## src/rtl/shared_port_arbiter.sv

```systemverilog
// shared_port_arbiter
// Round-robin arbiter that shares one multi-cycle device port between
// NUM_REQ requesters. Only one access is in flight at a time. The device's
// wait signal stretches the access, and the device port is idle between
// accesses.
//
// State | Meaning
// IDLE  | no access in flight; pick the next winner round-robin from ptr_q
// ISSUE | dev_en_o strobe for the latched command
// WAIT  | hold the command until dev_wait_i drops, then capture read data
// RESP  | done_o pulse to the owner; the owner's stall is released
//
// Ports
//   clk_i, reset_i      clock, synchronous active-high reset
//   req_i/req_we_i      per-requester level request and write enable
//   req_addr_i/wdata_i  flattened per-requester command, slice i*W +: W
//   stalled_o           per-requester stall (combinational)
//   done_o, grant_o     one-hot completion pulse / current owner
//   rdata_o             last captured device read data
//   dev_*               device-side command and handshake
module shared_port_arbiter #(
    parameter int NUM_REQ = 4,
    parameter int AW      = 32,
    parameter int DW      = 32,
    localparam int IW     = (NUM_REQ > 1) ? $clog2(NUM_REQ) : 1
) (
    input  logic                  clk_i,
    input  logic                  reset_i,
    input  logic [NUM_REQ-1:0]    req_i,
    input  logic [NUM_REQ-1:0]    req_we_i,
    input  logic [NUM_REQ*AW-1:0] req_addr_i,
    input  logic [NUM_REQ*DW-1:0] req_wdata_i,
    output logic [NUM_REQ-1:0]    stalled_o,
    output logic [NUM_REQ-1:0]    done_o,
    output logic [NUM_REQ-1:0]    grant_o,
    output logic [DW-1:0]         rdata_o,
    output logic                  dev_en_o,
    output logic                  dev_we_o,
    output logic [AW-1:0]         dev_addr_o,
    output logic [DW-1:0]         dev_wdata_o,
    input  logic [DW-1:0]         dev_rdata_i,
    input  logic                  dev_wait_i
);

    typedef enum logic [1:0] {
        S_IDLE  = 2'd0,
        S_ISSUE = 2'd1,
        S_WAIT  = 2'd2,
        S_RESP  = 2'd3
    } state_t;

    state_t        state_q, state_d;
    logic [IW-1:0] owner_q, owner_d;
    logic [IW-1:0] ptr_q, ptr_d;
    logic          we_q, we_d;
    logic [AW-1:0] addr_q, addr_d;
    logic [DW-1:0] wdata_q, wdata_d;
    logic [DW-1:0] rdata_q, rdata_d;

    logic          win_found;
    logic [IW-1:0] win_idx;
    logic [NUM_REQ-1:0] owner_oh;
    logic          active;

    // Scan from ptr_q upward with wrap; the first set request wins.
    always_comb begin
        win_found = 1'b0;
        win_idx   = '0;
        for (int k = 0; k < NUM_REQ; k++) begin
            if (!win_found && req_i[(int'(ptr_q) + k) % NUM_REQ]) begin
                win_found = 1'b1;
                win_idx   = IW'((int'(ptr_q) + k) % NUM_REQ);
            end
        end
    end

    always_comb begin
        state_d = state_q;
        owner_d = owner_q;
        ptr_d   = ptr_q;
        we_d    = we_q;
        addr_d  = addr_q;
        wdata_d = wdata_q;
        rdata_d = rdata_q;
        case (state_q)
            S_IDLE: begin
                if (win_found) begin
                    owner_d = win_idx;
                    we_d    = req_we_i[win_idx];
                    addr_d  = req_addr_i[int'(win_idx)*AW +: AW];
                    wdata_d = req_wdata_i[int'(win_idx)*DW +: DW];
                    state_d = S_ISSUE;
                end
            end
            S_ISSUE: state_d = S_WAIT;
            S_WAIT: begin
                if (!dev_wait_i) begin
                    rdata_d = dev_rdata_i;
                    state_d = S_RESP;
                end
            end
            S_RESP: begin
                // Advancing past the owner keeps a re-requesting owner from
                // winning again while others wait.
                ptr_d   = (owner_q == IW'(NUM_REQ-1)) ? '0 : owner_q + 1'b1;
                state_d = S_IDLE;
            end
            default: state_d = S_IDLE;
        endcase
    end

    always_ff @(posedge clk_i) begin
        if (reset_i) begin
            state_q <= S_IDLE;
            owner_q <= '0;
            ptr_q   <= '0;
            we_q    <= 1'b0;
            addr_q  <= '0;
            wdata_q <= '0;
            rdata_q <= '0;
        end else begin
            state_q <= state_d;
            owner_q <= owner_d;
            ptr_q   <= ptr_d;
            we_q    <= we_d;
            addr_q  <= addr_d;
            wdata_q <= wdata_d;
            rdata_q <= rdata_d;
        end
    end

    assign owner_oh    = NUM_REQ'(1) << owner_q;
    assign active      = (state_q != S_IDLE);
    assign grant_o     = active ? owner_oh : '0;
    assign done_o      = (state_q == S_RESP) ? owner_oh : '0;
    assign stalled_o   = req_i & ~done_o;
    assign dev_en_o    = (state_q == S_ISSUE);
    assign dev_we_o    = active & we_q;
    assign dev_addr_o  = active ? addr_q : '0;
    assign dev_wdata_o = active ? wdata_q : '0;
    assign rdata_o     = rdata_q;

endmodule
```

## config.mk

```make
export PLATFORM = sky130hd
export DESIGN_NAME = shared_port_arbiter
export DESIGN_NICKNAME = d
export VERILOG_FILES = /design/src/rtl/shared_port_arbiter.sv
export SDC_FILE = /design/constraint.sdc
export NUM_CORES = 1
export LEC_CHECK = 0
export BUFFER_PORTS_ARGS = -buffer_cell sky130_fd_sc_hd__buf_2
export CAP_MARGIN = 15
export CORE_AREA = 5 5 154 156
export CTS_CLUSTER_SIZE = 16
export DETAILED_ROUTE_END_ITERATION = 6
export DIE_AREA = 0 0 159 161
export GPL_TIMING_DRIVEN = 0
export SYNTH_ARGS = -nofsm -noshare
export SYNTH_HDL_FRONTEND = slang
export SYNTH_SLANG_ARGS = --single-unit
```

## constraint.sdc

```tcl
create_clock -name clk_i -period 1.9 [get_ports clk_i]
set_input_delay 0.38 -clock clk_i [delete_from_list [all_inputs] [get_ports clk_i]]
set_output_delay 0.38 -clock clk_i [all_outputs]
set_load 0.02 [all_outputs]
```

==> flow_metrics.tcl <==
set metrics [dict create \
    status "finished, violations left" \
    violations "setup timing" \
    cts_sinks 103 \
    max_cap_viol_count 0 \
    max_stage_delay_ns 0.35 \
    min_period_ns 1.93 \
    layoutNonFillerInstCount 1367 \
    synthFlopType "dfxtp_1" \
    seq_area_um2 2070 \
    cp.arrival_ns 1.55 \
    timing.hold.worst.class "in2reg" \
    finalWorstSetupSlack_ns -0.0266 \
    grt_start_max_net_pins 20 \
    yosysSeqAreaShare_pct 34.3 \
    io_buffers 408 \
    skew_ns 0.00851 \
    grt_pass1_vias 6593 \
    core_um2 22200 \
    slowest_stage "dfxtp_2" \
    synth_top_area_share_pct 34.3 \
    routed_via_density 4.65 \
    yosysMostFrequentCell "mux2i_1" \
    synth.area.top_cells "dfxtp_1, mux2i_1, o221ai_2" \
    die-width_um 159 \
    synthCells 640 \
    worstSetupPathType "reg2out" \
    placed_cells 1333 \
    yosys_warnings 0 \
    antenna_found_initial 0 \
    dpl_cell_area_um2 8410 \
    grt_pass1_wl_mm 38.0 \
    h-tree-depth 3 \
    grt_usage_pct 18.7 \
    p_leak_nw 4.41 \
    die-area_um2 25600 \
    ios 409 \
    finalSetupViolCount 4 \
    n_fill_cell 2126 \
    dpl.hpwl_mm 19.6 \
    final.period_utilization_pct 101 \
    synth_area_um2 6010 \
    final.setup.tns_ns -0.0459 \
    synth_cell_type_count 25 \
    synth_seq_cells 103 \
    synthTopCellsByCount "mux2i_1, nand2_1, dfxtp_1, nor2b_1, o221ai_2" \
    gp_congestion 0.850 \
    clk_pin_slew_ns 0.08 \
    drt_wl_total_mm 25.9 \
    powerDensity_nw_per_um2 1180 \
    first_pass_iters 4 \
    async_flop_share_pct 0 \
    fmax_mhz 519 \
    hold_viol 0 \
    tightest_slew_ns 0.564 \
    cts_root_buf "clkbuf_16" \
    slew_headroom_pct 62.4 \
    final_layout_size_suffix_gt1_share_pct 56.8 \
    cp_max_fo 7 \
    synth_top_area_cell "dfxtp_1" \
    ant_nets 0 \
    synth_edf_count 0 \
    multi_input_area_um2 4120 \
    overflow 0 \
    numCtsBuffers 9 \
    critPathCaptureType "output port" \
    cts_buffer_depth 2 \
    finalInstanceArea_um2 10100 \
    cts_tree "yes" \
    layout.nets 1384 \
    crit_chain "inv_2 > ha_4 > buf_12 > clkbuf_16 > nor2b_1 > buf_4" \
    diodes 0 \
    finalMaxSlewViolations 0 \
    avgSynthCellArea_um2 9.39 \
    initial_core_util_pct 27.0 \
    clkLatencyLatePin_ns 0.35 \
    timing.hold.ws_ns 0.249 \
    worstPathRequired_ns 1.52 \
    vdd_drop_max_mv 0.414 \
    die_h_um 161 \
    drt-wirelength-per-cell_um 18.9 \
    drt_iter0_markers 192 \
    rsz0062_at_grt "true" \
    syn_nets 947 \
    fin_util_pct 45.4 \
    row_count 55 \
    area_delta_synth_final_pct 68.0 \
    cp-start-kind "register" \
    drc 0 \
    vias 6350 \
]
## per-layer routing
metal	part of all wire, %	wire length, µm	global-route usage (%)	vias to the layer above
met5	0	0	0	-
met2	51	13300	33.5	277
met3	6.8	1770	4.87	33
met1	40	10300	21.7	2894
met4	2.1	533	5.97	0
li1	-	-	-	3146
## state kept, by name, indices dropped and copies added (netlist names)
name	count
addr_q	32
rdata_o	32
wdata_q	32
owner_q	2
ptr_q	2
state_q	2
we_q	1
## worst max-delay path, delay by kind of cell, from the launching register on
kind	cells	cell delay, ns
flip-flops	1	0.35
adder cells (fa/ha/maj)	1	0.18
AND/OR/NAND/NOR	1	0.14
buffers and inverters	4	0.52
## worst paths after layout
path                       startpoint                        to  depth (start not counted)  slack [ns]
max           state_q[1]$_SDFFE_PP0P_                grant_o[2]                          6       -0.03
min                   dev_rdata_i[12]  rdata_o[12]$_SDFFE_PP0P_                          3        0.25
max reg2reg     ptr_q[0]$_SDFFE_PP0P_  wdata_q[27]$_SDFFE_PP0P_                          7        0.08
min reg2reg  rdata_o[27]$_SDFFE_PP0P_  rdata_o[27]$_SDFFE_PP0P_                          2        0.45
## power by group
part           leakage, nW  internal, mW  switching (mW)
clock network        0.147          1.05           0.946
logic                 3.42          3.42            3.45
registers            0.847          2.76           0.329
## logic make-up (layout without fill, tap and decap cells)
group / Yosys count / after routing / share of synthesized area [%]
adder cells (fa/ha/maj): 8 / 8 / 1.67
AO/OA/AOI/OAI: 105 / 105 / 18.3
AND/OR/NAND/NOR: 232 / 232 / 18.3
multiplexers: 133 / 133 / 22.2
buffers and inverters: 59 / 501 / 5.31
flip-flops: 103 / 103 / 34.3
## through the flow
step	worst slack, ns	power, mW
after global routing	-0.0739	12.6
final	-0.0266	12.0
after detailed placement	-0.607	7.60
after floorplan	0.169	5.96
after CTS	-0.0421	11.3
after global placement	-0.581	7.55
## placed cells by master, fill, tap and decap left out, types with 2 or more instances in the layout
cell type   count
a21oi_1        36
and2_1          4
buf_1           2
buf_12          5
buf_2         346
buf_4          37
buf_6          60
buf_8           3
clkbuf_1       10
clkbuf_16      21
clkbuf_2        2
clkbuf_4        2
clkinvlp_4      2
dfxtp_1        98
dfxtp_2         4
ha_1            6
ha_4            2
inv_1           3
inv_2           2
mux2i_1       114
mux2i_2        15
mux2i_4         4
nand2_1       132
nand2b_1        2
nor2_1         12
nor2b_1        30
nor2b_2         3
nor2b_4        44
o221ai_1       15
o221ai_2       50
## repair_timing
action | 4_1_cts | 5_1_grt
pin swaps | 1 | 1
resized for setup | 190 | 105
cloned | 5 | 3
setup endpoints to repair | 136 | 133
setup buffers | 9 | 2
hold buffers | 0 | 0
## cell type report
cell class	instances	share of cell area, %
clock inverter	7	0.892
multi-input combinational	478	40.8
inverter	5	0.186
buffer	53	5.27
clock buffer	9	2.23
timing repair buffer	427	26.5
sequential	103	20.5
tap	285	3.53
No activity file was read; power rests on OpenSTA's default activity.
